[src/rtl/cgp_fitness_evaluator_if.sv]
// Bus between the evolution controller / candidate and the fitness evaluator.
// The evaluator is the slave. The master side drives start and the candidate
// response, and observes the stimulus vector and the published score.
interface cgp_fitness_evaluator_if #(
    parameter int IN_W  = 4,
    parameter int OUT_W = 4,
    parameter int CNT_W = $clog2((2**IN_W)*OUT_W+1)
);
    logic             start;
    logic [IN_W-1:0]  cand_in;
    logic [OUT_W-1:0] cand_out;
    logic             busy;
    logic             done;
    logic [CNT_W-1:0] match_cnt;
    logic [CNT_W-1:0] mismatch_cnt;
    logic             trivial;

    modport master (
        output start,
        output cand_out,
        input  cand_in,
        input  busy,
        input  done,
        input  match_cnt,
        input  mismatch_cnt,
        input  trivial
    );

    modport slave (
        input  start,
        input  cand_out,
        output cand_in,
        output busy,
        output done,
        output match_cnt,
        output mismatch_cnt,
        output trivial
    );
endinterface

[src/rtl/cgp_fitness_evaluator.sv]
// Fitness scorer for an evolved 2-bit + 2-bit adder candidate.
// It sweeps every input vector and holds each one long enough for the
// candidate to settle. It then samples the response and accumulates the
// Hamming distance to the golden sum. Results are published together with a
// one-cycle done pulse and stay stable until the next sweep completes.
module cgp_fitness_evaluator #(
    parameter int IN_W   = 4,
    parameter int OUT_W  = 4,
    parameter int SETTLE = 2,
    parameter int CNT_W  = $clog2((2**IN_W)*OUT_W+1)
) (
    input  logic                         clk,
    input  logic                         rst_n,
    cgp_fitness_evaluator_if.slave       bus
);

    localparam int HALF  = IN_W / 2;
    localparam int TOTAL = (2**IN_W) * OUT_W;
    localparam int SW    = (SETTLE > 1) ? $clog2(SETTLE) : 1;

    // HOLD lasts SETTLE-1 cycles, so a vector spends DRIVE + HOLD + SAMPLE =
    // SETTLE+1 cycles in total. The counter counts down to zero.
    localparam logic [SW-1:0]    HOLD_LOAD = (SETTLE > 1) ? SW'(SETTLE - 2) : '0;
    localparam logic [IN_W-1:0]  VEC_LAST  = '1;
    localparam logic [CNT_W-1:0] TRIV_CNT  = CNT_W'(TOTAL / 2);
    localparam logic [CNT_W-1:0] OUT_W_CNT = CNT_W'(OUT_W);

    typedef enum logic [2:0] {
        ST_IDLE    = 3'd0,
        ST_DRIVE   = 3'd1,
        ST_HOLD    = 3'd2,
        ST_SAMPLE  = 3'd3,
        ST_PUBLISH = 3'd4,
        ST_DONE    = 3'd5
    } state_e;

    // Golden response: A + B, zero-extended to the output width.
    function automatic logic [OUT_W-1:0] golden_sum(input logic [IN_W-1:0] v);
        golden_sum = OUT_W'(v[HALF-1:0]) + OUT_W'(v[IN_W-1:HALF]);
    endfunction

    // Number of differing bits. Case inequality makes X/Z count as a miss.
    function automatic logic [CNT_W-1:0] miss_bits(input logic [OUT_W-1:0] got,
                                                   input logic [OUT_W-1:0] gold);
        logic [CNT_W-1:0] n;
        n = '0;
        for (int i = 0; i < OUT_W; i++) begin
            n = n + CNT_W'(got[i] !== gold[i]);
        end
        return n;
    endfunction

    state_e           state_q,        state_d;
    logic [IN_W-1:0]  vec_q,          vec_d;
    logic [SW-1:0]    cnt_q,          cnt_d;
    logic [CNT_W-1:0] match_acc_q,    match_acc_d;
    logic [CNT_W-1:0] mis_acc_q,      mis_acc_d;
    logic [IN_W-1:0]  cand_in_q,      cand_in_d;
    logic             busy_q,         busy_d;
    logic             done_q,         done_d;
    logic [CNT_W-1:0] match_cnt_q,    match_cnt_d;
    logic [CNT_W-1:0] mismatch_cnt_q, mismatch_cnt_d;
    logic             trivial_q,      trivial_d;
    logic [CNT_W-1:0] sample_miss_s;

    assign sample_miss_s = miss_bits(bus.cand_out, golden_sum(vec_q));

    // State register and all datapath/output registers.
    always_ff @(posedge clk or negedge rst_n) begin
        if (!rst_n) begin
            state_q        <= ST_IDLE;
            vec_q          <= '0;
            cnt_q          <= '0;
            match_acc_q    <= '0;
            mis_acc_q      <= '0;
            cand_in_q      <= '0;
            busy_q         <= 1'b0;
            done_q         <= 1'b0;
            match_cnt_q    <= '0;
            mismatch_cnt_q <= '0;
            trivial_q      <= 1'b0;
        end else begin
            state_q        <= state_d;
            vec_q          <= vec_d;
            cnt_q          <= cnt_d;
            match_acc_q    <= match_acc_d;
            mis_acc_q      <= mis_acc_d;
            cand_in_q      <= cand_in_d;
            busy_q         <= busy_d;
            done_q         <= done_d;
            match_cnt_q    <= match_cnt_d;
            mismatch_cnt_q <= mismatch_cnt_d;
            trivial_q      <= trivial_d;
        end
    end

    // Next-state and next-value logic for the sweep sequencer.
    always_comb begin
        state_d        = state_q;
        vec_d          = vec_q;
        cnt_d          = cnt_q;
        match_acc_d    = match_acc_q;
        mis_acc_d      = mis_acc_q;
        cand_in_d      = cand_in_q;
        busy_d         = busy_q;
        done_d         = 1'b0;
        match_cnt_d    = match_cnt_q;
        mismatch_cnt_d = mismatch_cnt_q;
        trivial_d      = trivial_q;

        case (state_q)
            ST_IDLE, ST_DONE: begin
                if (bus.start) begin
                    state_d     = ST_DRIVE;
                    vec_d       = '0;
                    match_acc_d = '0;
                    mis_acc_d   = '0;
                    busy_d      = 1'b1;
                end else begin
                    state_d     = state_q;
                end
            end
            ST_DRIVE: begin
                cand_in_d = vec_q;
                cnt_d     = HOLD_LOAD;
                if (SETTLE > 1) begin
                    state_d = ST_HOLD;
                end else begin
                    state_d = ST_SAMPLE;
                end
            end
            ST_HOLD: begin
                if (cnt_q == '0) begin
                    state_d = ST_SAMPLE;
                end else begin
                    cnt_d   = cnt_q - SW'(1);
                end
            end
            ST_SAMPLE: begin
                mis_acc_d   = mis_acc_q + sample_miss_s;
                match_acc_d = match_acc_q + (OUT_W_CNT - sample_miss_s);
                if (vec_q == VEC_LAST) begin
                    state_d = ST_PUBLISH;
                end else begin
                    vec_d   = vec_q + IN_W'(1);
                    state_d = ST_DRIVE;
                end
            end
            ST_PUBLISH: begin
                // Results are published one cycle after the last sample has
                // been folded into the accumulators.
                match_cnt_d    = match_acc_q;
                mismatch_cnt_d = mis_acc_q;
                trivial_d      = (mis_acc_q == TRIV_CNT);
                done_d         = 1'b1;
                busy_d         = 1'b0;
                state_d        = ST_DONE;
            end
            default: begin
                state_d = ST_IDLE;
            end
        endcase
    end

    assign bus.cand_in      = cand_in_q;
    assign bus.busy         = busy_q;
    assign bus.done         = done_q;
    assign bus.match_cnt    = match_cnt_q;
    assign bus.mismatch_cnt = mismatch_cnt_q;
    assign bus.trivial      = trivial_q;

endmodule

[src/flat_wrapper.sv]
// flat-port wrapper written by rule: the top's interface ports become plain ports
module cgp_fitness_evaluator_flat 
#(
    parameter int IN_W   = 4,
    parameter int OUT_W  = 4,
    parameter int SETTLE = 2,
    parameter int CNT_W  = $clog2((2**IN_W)*OUT_W+1)
)
  (clk, rst_n, bus_start, bus_cand_out, bus_cand_in, bus_busy, bus_done, bus_match_cnt, bus_mismatch_cnt, bus_trivial);
  cgp_fitness_evaluator_if #(.IN_W(IN_W), .OUT_W(OUT_W), .CNT_W(CNT_W)) bus_i ();
  input  logic clk;
  input  logic rst_n;
  input wire logic [$bits(bus_i.start)-1:0] bus_start;
  input wire logic [$bits(bus_i.cand_out)-1:0] bus_cand_out;
  output wire logic [$bits(bus_i.cand_in)-1:0] bus_cand_in;
  output wire logic [$bits(bus_i.busy)-1:0] bus_busy;
  output wire logic [$bits(bus_i.done)-1:0] bus_done;
  output wire logic [$bits(bus_i.match_cnt)-1:0] bus_match_cnt;
  output wire logic [$bits(bus_i.mismatch_cnt)-1:0] bus_mismatch_cnt;
  output wire logic [$bits(bus_i.trivial)-1:0] bus_trivial;
  assign bus_i.start = bus_start;
  assign bus_i.cand_out = bus_cand_out;
  assign bus_cand_in = bus_i.cand_in;
  assign bus_busy = bus_i.busy;
  assign bus_done = bus_i.done;
  assign bus_match_cnt = bus_i.match_cnt;
  assign bus_mismatch_cnt = bus_i.mismatch_cnt;
  assign bus_trivial = bus_i.trivial;
  cgp_fitness_evaluator #(.IN_W(IN_W), .OUT_W(OUT_W), .SETTLE(SETTLE), .CNT_W(CNT_W)) u_core (.clk(clk), .rst_n(rst_n), .bus(bus_i));
endmodule
[config.mk]
export PLATFORM = sky130hd
export DESIGN_NAME = cgp_fitness_evaluator_flat
export DESIGN_NICKNAME = d
export VERILOG_FILES = /design/src/rtl/cgp_fitness_evaluator_if.sv /design/src/rtl/cgp_fitness_evaluator.sv /design/src/flat_wrapper.sv
export SDC_FILE = /design/constraint.sdc
export NUM_CORES = 1
export LEC_CHECK = 0
export CORE_MARGIN = 5
export CORE_UTILIZATION = 45
export DETAILED_ROUTE_END_ITERATION = 16
export GPL_TIMING_DRIVEN = 0
export PLACE_DENSITY = 0.69
export RECOVER_POWER = 50
export SKIP_CTS_REPAIR_TIMING = 1
export SYNTH_ARGS = -nofsm -noshare
export SYNTH_HDL_FRONTEND = slang
export SYNTH_SLANG_ARGS = --single-unit
[constraint.sdc]
create_clock -name clk -period 11.9 [get_ports clk]
set_clock_uncertainty 0.15 [all_clocks]
set_input_delay 1.19 -clock clk [delete_from_list [all_inputs] [get_ports clk]]
set_output_delay 1.19 -clock clk [all_outputs]
set_load 0.01 [all_outputs]
==> impl_metrics.json, run 1 <==
{
  "criticalPathCategory": "input pin to flip-flop",
  "grt_use_total_pct": 14.2,
  "numCtsBuffers": 5,
  "async_flop_share_pct": 100,
  "grt-ovfl-total": 0,
  "firstDrtPassIters": 4,
  "antenna_found_initial": 0,
  "cts_root_buf": "clkbuf_8",
  "p_comb_share_pct": 56.8,
  "fmax_mhz": 226,
  "tns_ns": 0,
  "postRouteAntennaNets": 0,
  "crit_buf_inv": 2,
  "clock_latency_ns": 0.29,
  "status": "completed",
  "wirelength_um": 4060,
  "area_delta_synth_final_pct": 18.8,
  "crit_chain": "clkdlybuf4s50_1, xor2_1, ha_1, fa_1, ha_1, inv_1, ha_1, ha_1, fa_1, a21o_1, a21oi_1, xor2_1, o21ai_0",
  "grt_pass1_wl_um": 7220,
  "ir_drop_v": 0.000129,
  "gp_congestion": 0.752,
  "yosys.area.top_type_share_pct": 46.4,
  "ys_top_cells_by_area": "dfrtp_1, mux2_2, ha_1",
  "path_delay_family": "adder cells",
  "drv_slew": 0,
  "cts_max_level": 2,
  "post_synth.cell_area_avg_um2": 10.8,
  "path_clk_slew_ns": 0.07,
  "std_cell_rows": 25,
  "setup_violations": 0,
  "p_per_area_nw_per_um2": 261,
  "ys_ff_latch": 42,
  "finalCritPeriodShare_pct": 37.2,
  "min_path_type": "flip-flop to flip-flop",
  "crit_required_ns": 11.90,
  "fp.dieW_um": 80.9,
  "clkSinkCount": 42,
  "switchingPower_uw": 292,
  "synth-edff-count": 0,
  "rsz0062_at_grt": "false",
  "synth_nets": 235,
  "worst_path_largest_cell_delay_ns": 0.47,
  "die_area_um2": 6550,
  "synth_area_um2": 2260,
  "post_drt_wl_per_cell_um": 13.0,
  "drt_iter0_drc": 78,
  "max_cap_violations": 0,
  "yosysTopAreaCell": "dfrtp_1",
  "critPathMostFrequentCell": "ha_1",
  "arrival_ns": 4.43,
  "grt_pass1_vias": 1529,
  "syn-instance-count": 209,
  "regArea_um2": 1050,
  "cp_max_fo": 2,
  "hpwl_um": 3100,
  "grt_max_degree": 23,
  "core_area_um2": 4820,
  "start_util_pct": 47.0,
  "total_power_uw": 702,
  "yosysMostFrequentCell": "dfrtp_1",
  "crit_path_start_kind": "input pin",
  "drive_above_1_share_pct": 13.9,
  "power.leakage_uw": 0.00124,
  "multi_input_area_um2": 1110,
  "tightest_slew_ns": 1.19,
  "cts_buffer_depth": 2,
  "p_seq_share_pct": 29.9,
  "hold_viol_final": 0,
  "die_height_um": 80.9,
  "cts_tree": "built",
  "diodes": 0,
  "pwr-share-clk_pct": 13.3,
  "ios": 28,
  "vias": 1570,
  "ys_top_cells_by_count": "dfrtp_1, mux2_2, nand2_1",
  "drc": 0,
  "ys.flop_type": "dfrtp_1",
  "netSwitchingFraction_pct": 41.6,
  "cp-end-kind": "flip-flop",
  "via_per_inst": 5.03,
  "ys_warn_count": 0,
  "finalWorstPathRequiredPeriod_ns": 4.43,
  "io_buffers": 27,
  "maxSlewHeadroom_pct": 20.8,
  "yosys.cell_types.count": 42,
  "intPower_uw": 410,
  "num-nets-final": 270,
  "slowest_stage": "clkdlybuf4s50_1",
  "fill_cells": 443,
  "ys_seq_area_share_pct": 46.4
}
[logic make-up (layout without fill, tap and decap cells)]
group	count (synthesis)	count (layout)	synth area share (%)
mux	22	22	10.8
xor+xnor	8	8	3.09
compound gates	34	34	9.01
simple gates	62	62	14.3
fa+ha+maj	19	19	11.8
flops	42	42	46.4
buf+inv	22	58	4.64
[worst min-delay path, delay by kind of cell, from the launching register on]
family / cells / cell delay (ns)
flip-flops: 1 / 0.35
AND/OR/NAND/NOR: 2 / 0.12
[cell usage in the layout (no fill, tap or decap), types with 2 or more instances in the layout]
cell type | synthesis | layout
o22ai_1 | 4 | 4
o21a_1 | 2 | 2
dfrtp_1 | 42 | 42
nor2_1 | 12 | 13
o21ai_0 | 12 | 12
nand4_1 | 2 | 2
fa_1 | 4 | 4
mux2_2 | 19 | 19
a21o_1 | 2 | 2
xnor2_1 | 4 | 4
a21oi_1 | 8 | 8
nor3b_1 | 2 | 2
ha_1 | 15 | 15
clkbuf_8 | 0 | 6
buf_2 | 2 | 2
nand4b_1 | 2 | 2
mux2i_1 | 3 | 3
inv_1 | 14 | 14
xor2_1 | 4 | 4
nor2b_1 | 5 | 5
clkbuf_1 | 2 | 7
nand3_1 | 5 | 5
nand2_1 | 19 | 19
clkdlybuf4s50_1 | 0 | 26
nand2b_1 | 5 | 5
[stage by stage]
step           cell area (um^2)  hold WS (ns)  cells  util, %  setup slack [ns]
4_1_cts                    2730         0.362    312     56.7              7.47
3_5_place_dp               2640         0.345    304     54.8              7.17
2_1_floorplan              2260         0.314    209        -              7.80
6_report                   2690         0.352    312     55.8              7.47
3_3_place_gp               2620         0.332    303     54.4              7.20
5_1_grt                    2690         0.378    312     55.8              7.31
[sequential cells by signal, indices dropped and copies added (netlist names)]
register,count
u_core.bus.mismatch_cnt,7
u_core.bus.match_cnt,7
u_core.bus.done,1
u_core.state_q,3
u_core.vec_q,4
u_core.bus.busy,1
u_core.bus.trivial,1
u_core.mis_acc_q,7
u_core.match_acc_q,7
u_core.bus.cand_in,4
[path summary, 6_finish.rpt]
path | start | to | slack [ns] | cells after the start
setup / recovery | bus_cand_out[0] | u_core.match_acc_q[5]$_DFFE_PN0P_ | 7.47 | 13
hold / removal | u_core.bus.busy$_DFFE_PN0P_ | u_core.bus.busy$_DFFE_PN0P_ | 0.35 | 2
setup reg to reg | u_core.vec_q[2]$_DFFE_PN0P_ | u_core.match_acc_q[5]$_DFFE_PN0P_ | 7.65 | 15
hold reg to reg | u_core.bus.busy$_DFFE_PN0P_ | u_core.bus.busy$_DFFE_PN0P_ | 0.35 | 2
max in group asynchronous | rst_n | u_core.bus.mismatch_cnt[6]$_DFFE_PN0P_ | 9.07 | 2
min in group asynchronous | rst_n | u_core.bus.match_cnt[6]$_DFFE_PN0P_ | 0.90 | 1
[power groups by stage]
stage	Combinational (uW)	Clock, uW	Sequential, uW
final	399	93.7	210
after global routing	461	103	216
after floorplan	312	0	209
after global placement	394	0	212
after CTS	410	97.2	211
after detailed placement	406	0	214
[area by class of cell]
class	count	area share, %
inverters	14	1.95
clock buffers	7	3.21
plain buffers	8	1.40
well taps	67	3.12
clock inverters	1	0.186
multi-input cells	145	41.1
flip-flops and latches	42	39.1
repair buffers	28	9.95
[routing by layer]
metal / part of all wire (%) / vias up / global-route usage (%)
li1: - / 787 / -
met1: 49 / 748 / 19.6
met2: 45 / 28 / 22.2
met3: 4.4 / 7 / 3.44
met4: 1.3 / 0 / 4.56
met5: 0 / - / 0
Power figures use the tool's default switching activity.
==> inputs of run 2 (changes only) <==
--- a/config.mk
+++ b/config.mk
@@ -9,7 +9,7 @@
 export CORE_UTILIZATION = 45
 export DETAILED_ROUTE_END_ITERATION = 16
 export GPL_TIMING_DRIVEN = 0
-export PLACE_DENSITY = 0.69
+export PLACE_DENSITY = 0.71
 export RECOVER_POWER = 50
 export SKIP_CTS_REPAIR_TIMING = 1
 export SYNTH_ARGS = -nofsm -noshare
==> constraint.sdc (replaced) <==
create_clock -name clk -period 3.9 [get_ports clk]
set_clock_uncertainty 0.15 [all_clocks]
set_input_delay 0.39 -clock clk [delete_from_list [all_inputs] [get_ports clk]]
set_output_delay 0.39 -clock clk [all_outputs]
set_load 0.01 [all_outputs]
==> run 2 against run 1 <==
The run now ends with setup timing left. Power rose to 3.6 times the previous value. Critical path depth rose by 2. First-iteration DRC count fell by 14%.
==> impl_metrics.json, run 2 (synthesis results as in run 1) <==
{
  "std_cell_rows": 25,
  "rsz0062_at_grt": "true",
  "gp_congestion": 0.762,
  "grtUsageMet2_pct": 21.8,
  "cp_max_fo": 4,
  "instances_no_fill": 321,
  "multi_input_area_um2": 1190,
  "num-nets-final": 279,
  "arrival_ns": 3.97,
  "tightest_slew_ns": 1.19,
  "dp.cells": 304,
  "ios": 28,
  "min_path_type": "flip-flop to flip-flop",
  "drc": 0,
  "total_power_uw": 2530,
  "cts_max_level": 2,
  "postRouteAntennaNets": 0,
  "grt.busiest_layer": "met2",
  "violations": "setup timing",
  "grt_pass1_vias": 1557,
  "diodes": 0,
  "grt_pass1_wl_um": 7270,
  "area_delta_synth_final_pct": 26.5,
  "start_util_pct": 47.0,
  "grt_max_degree": 23,
  "final_common_cell": "dfrtp_1",
  "hold_viol_final": 0,
  "maxSlewHeadroom_pct": 20.8,
  "fmax_mhz": 253,
  "core_area_um2": 4820,
  "cts_root_buf": "clkbuf_8",
  "power.leakage_uw": 0.00129,
  "via_per_inst": 5.07,
  "finalCritPeriodShare_pct": 101,
  "firstDrtPassIters": 6,
  "drive_above_1_share_pct": 24.0,
  "crit_required_ns": 3.91,
  "cp-end-kind": "flip-flop",
  "path_clk_slew_ns": 0.08,
  "finalWorstPathRequiredPeriod_ns": 3.95,
  "clkSinkCount": 42,
  "fill_cells": 441,
  "cts_tree": "built",
  "status": "complete, but fails checks",
  "wirelength_um": 4320,
  "drt_iter0_drc": 67,
  "setup_violations": 2,
  "gr-usage-met1_pct": 20.3,
  "final_cell_mix": "dfrtp_1, clkdlybuf4s50_1, mux2_2, nand2_1",
  "utilization_pct": 59.5,
  "hold_slack_ns": 0.352,
  "regArea_um2": 1050,
  "grt_use_total_pct": 14.3,
  "ir_drop_v": 0.000610,
  "die_area_um2": 6550,
  "clock_latency_ns": 0.29,
  "die_height_um": 80.9,
  "hpwl_um": 3060,
  "crit_path_start_kind": "flip-flop",
  "stdcell_area_um2": 2870,
  "grt-ovfl-total": 0,
  "numCtsBuffers": 5,
  "layout_setup_ws_ns": -0.0519,
  "use_met3_pct": 2.66,
  "r2r_slack_ns": -0.05,
  "p_per_area_nw_per_um2": 882,
  "post_drt_wl_per_cell_um": 13.5,
  "antenna_found_initial": 0,
  "io_buffers": 27,
  "fp.dieW_um": 80.9,
  "max_cap_violations": 0,
  "drv_slew": 0,
  "vias": 1627,
  "placed_area_um2": 2650,
  "criticalPathCategory": "flip-flop to flip-flop",
  "cts_buffer_depth": 2
}
-- run 2: worst max-delay path, stage by stage, from the launching register on --
cell	delay (ns)
dfrtp_2	0.45
ha_4	0.17
inv_2	0.05
fa_1	0.42
xnor2_1	0.14
ha_1	0.30
fa_2	0.46
ha_4	0.31
inv_4	0.04
ha_4	0.21
ha_4	0.16
fa_2	0.40
a21o_1	0.20
a21oi_2	0.14
xor2_1	0.15
o21ai_1	0.07
-- run 2: final cells by class --
type,instances,area share [%]
clock buffers,6,2.88
plain buffers,8,1.57
inverters,14,1.92
flip-flops and latches,42,36.8
clock inverters,2,0.437
repair buffers,37,11.8
well taps,67,2.93
multi-input cells,145,41.7
-- run 2: stage by stage --
stage          TNS [ns]  setup WS (ns)
5_1_grt          -0.403         -0.201
3_5_place_dp     -0.395         -0.238
4_1_cts          -0.434         -0.250
2_1_floorplan         0         0.0121
6_report         -0.101        -0.0519
3_3_place_gp     -0.256         -0.184
-- run 2: metal layers --
| metal | share of wire, % | vias to the layer above |
|---|---|---|
| li1 | - | 809 |
| met1 | 47 | 783 |
| met2 | 48 | 29 |
| met3 | 3.4 | 6 |
| met4 | 1.6 | 0 |
| met5 | 0 | - |
-- run 2: power breakdown --
| part | total (uW) | switching, uW | internal, uW |
|---|---|---|---|
| sequential | 648 | 98.2 | 550 |
| clock | 290 | 148 | 142 |
| combinational | 1590 | 796 | 793 |
-- run 2: final timing paths --
check | start | end | cells past startpoint
setup / recovery | u_core.vec_q[2]$_DFFE_PN0P_ | u_core.match_acc_q[5]$_DFFE_PN0P_ | 15
hold / removal | u_core.bus.mismatch_cnt[4]$_DFFE_PN0P_ | u_core.bus.mismatch_cnt[4]$_DFFE_PN0P_ | 1
setup reg to reg | u_core.vec_q[2]$_DFFE_PN0P_ | u_core.match_acc_q[5]$_DFFE_PN0P_ | 15
hold reg to reg | u_core.bus.mismatch_cnt[4]$_DFFE_PN0P_ | u_core.bus.mismatch_cnt[4]$_DFFE_PN0P_ | 1
max in group asynchronous | rst_n | u_core.vec_q[0]$_DFFE_PN0P_ | 3
min in group asynchronous | rst_n | u_core.bus.match_cnt[3]$_DFFE_PN0P_ | 2
==> inputs of run 3 (changes only) <==
--- a/config.mk
+++ b/config.mk
@@ -7,9 +7,10 @@
 export LEC_CHECK = 0
 export CORE_MARGIN = 5
 export CORE_UTILIZATION = 45
+export CTS_BUF_LIST = sky130_fd_sc_hd__clkbuf_8
 export DETAILED_ROUTE_END_ITERATION = 16
 export GPL_TIMING_DRIVEN = 0
-export PLACE_DENSITY = 0.71
+export PLACE_DENSITY = 0.74
 export RECOVER_POWER = 50
 export SKIP_CTS_REPAIR_TIMING = 1
 export SYNTH_ARGS = -nofsm -noshare
==> run 3 against run 2 <==
The run still ends with setup timing left. Power grew 9.6%. Sequential power increased by 0.9%. Clock power is 21% higher. Critical path depth grew 1. Design area grew 2.3%. Clock-buffer cell count did not move. Core utilization is 1.4 points higher. Combinational power grew 11%. First-iteration DRC count shrank 18%. Final cell count down 0.62%. Register-to-register slack is essentially flat. Largest cell class unchanged.
==> impl_metrics.json, run 3 (synthesis results as in run 1) <==
{
  "firstDrtPassIters": 4,
  "cts_root_buf": "clkbuf_8",
  "clkSinkCount": 42,
  "setup_violations": 2,
  "tightest_slew_ns": 1.13,
  "std_cell_rows": 25,
  "fmax_mhz": 253,
  "wirelength_um": 4610,
  "ir_drop_v": 0.000673,
  "final_common_cell": "dfrtp_1",
  "grt_pass1_vias": 1617,
  "hpwl_um": 3130,
  "cts_buffer_depth": 2,
  "cts_tree": "built",
  "pwr-share-clk_pct": 12.7,
  "r2r_slack_ns": -0.05,
  "fp.dieW_um": 80.9,
  "vias": 1645,
  "die_height_um": 80.9,
  "finalWorstPathRequiredPeriod_ns": 3.95,
  "post-place-ws_ns": -0.261,
  "layout_setup_ws_ns": -0.0461,
  "criticalPathCategory": "flip-flop to flip-flop",
  "diodes": 0,
  "violations": "setup timing",
  "tns_ns": -0.0834,
  "power.leakage_uw": 0.00131,
  "hold_slack_ns": 0.349,
  "cp_max_fo": 5,
  "numCtsBuffers": 5,
  "hold_viol_final": 0,
  "drv_slew": 0,
  "antenna_found_initial": 0,
  "post_drt_wl_per_cell_um": 14.4,
  "ios": 28,
  "num-nets-final": 278,
  "drive_above_1_share_pct": 25.4,
  "core_area_um2": 4820,
  "min_path_type": "flip-flop to flip-flop",
  "area_delta_synth_final_pct": 29.4,
  "drt_iter0_drc": 55,
  "p_seq_share_pct": 23.6,
  "finalCritPeriodShare_pct": 101,
  "max_cap_violations": 0,
  "gp_congestion": 0.787,
  "p_per_area_nw_per_um2": 946,
  "crit_required_ns": 3.99,
  "netSwitchingFraction_pct": 40.6,
  "die_area_um2": 6550,
  "rsz0062_at_grt": "true",
  "cts_max_level": 2,
  "cp-end-kind": "flip-flop",
  "crit_path_start_kind": "flip-flop",
  "maxSlewHeadroom_pct": 24.5,
  "grt_pass1_wl_um": 7450,
  "intPower_uw": 1650,
  "final_cell_mix": "dfrtp_1, clkdlybuf4s50_1, mux2_2, nand2_1, nor2_1",
  "grt_use_total_pct": 15.1,
  "stdcell_area_um2": 2930,
  "arrival_ns": 4.04,
  "grt_max_degree": 23,
  "placed_area_um2": 2650,
  "switchingPower_uw": 1120,
  "clock_latency_ns": 0.30,
  "postRouteAntennaNets": 0,
  "path_clk_slew_ns": 0.08,
  "io_buffers": 27,
  "status": "complete, but fails checks",
  "via_per_inst": 5.16,
  "grt-ovfl-total": 0,
  "start_util_pct": 47.0,
  "drc": 0,
  "p_comb_share_pct": 63.7
}
## run 3: cell count changes in the layout (fill, tap and decap cells not counted), sizes merged
cell      previous run  this run
buf                 11        10
clkinvlp             1         0
bufinv               0         1
clkinv               1         0
## run 3: area by class of cell
class / count / area [um^2]
fillers: 437 / 1890
multi-input cells: 145 / 1250
flip-flops and latches: 42 / 1050
repair buffers: 36 / 330
well taps: 67 / 83.8
clock buffers: 6 / 82.6
inverters: 14 / 55.1
plain buffers: 8 / 45.0
clock inverters: 1 / 30.0
## run 3: stage by stage
step,total power (uW),utilization (%),instances
floorplan,1600,-,209
global placement,1860,54.5,303
detailed placement,1900,54.9,304
CTS,2270,57.3,311
global route,3010,60.8,319
finish,2770,60.8,319
## run 3: final timing paths
kind                                             start                           endpoint  depth (start not counted)
max                        u_core.vec_q[2]$_DFFE_PN0P_  u_core.match_acc_q[6]$_DFFE_PN0P_                         16
min                        u_core.bus.busy$_DFFE_PN0P_        u_core.bus.busy$_DFFE_PN0P_                          2
max reg2reg                u_core.vec_q[2]$_DFFE_PN0P_  u_core.match_acc_q[6]$_DFFE_PN0P_                         16
min reg2reg                u_core.bus.busy$_DFFE_PN0P_        u_core.bus.busy$_DFFE_PN0P_                          2
max in group asynchronous                        rst_n        u_core.bus.busy$_DFFE_PN0P_                          3
min in group asynchronous                        rst_n  u_core.match_acc_q[3]$_DFFE_PN0P_                          2
## run 3: routing by layer
layer / up-vias / part of all wire (%) / GRT usage [%]
met5: - / 0 / 0
met1: 792 / 46 / 19.1
li1: 806 / - / -
met2: 39 / 48 / 23.9
met3: 8 / 4.1 / 3.44
met4: 0 / 2.1 / 8.11
## run 3: critical path, cell delays in order, from the launching register on
cell and delay, ns:
dfrtp_2 0.45, ha_4 0.17, inv_2 0.05, fa_1 0.42
xnor2_1 0.15, ha_1 0.31, fa_2 0.43, buf_4 0.16
ha_4 0.18, ha_4 0.26, inv_2 0.04, ha_4 0.27
a21oi_4 0.05, nand4b_1 0.20, and3_4 0.18, or3_1 0.34
nand3_1 0.07
## run 3: power by group through the flow
stage	combinational (uW)	sequential (uW)	clock, uW
after detailed placement	1250	654	0
after global placement	1210	648	0
final	1770	654	351
after CTS	1260	646	360
after floorplan	964	637	0
after global routing	1960	673	380
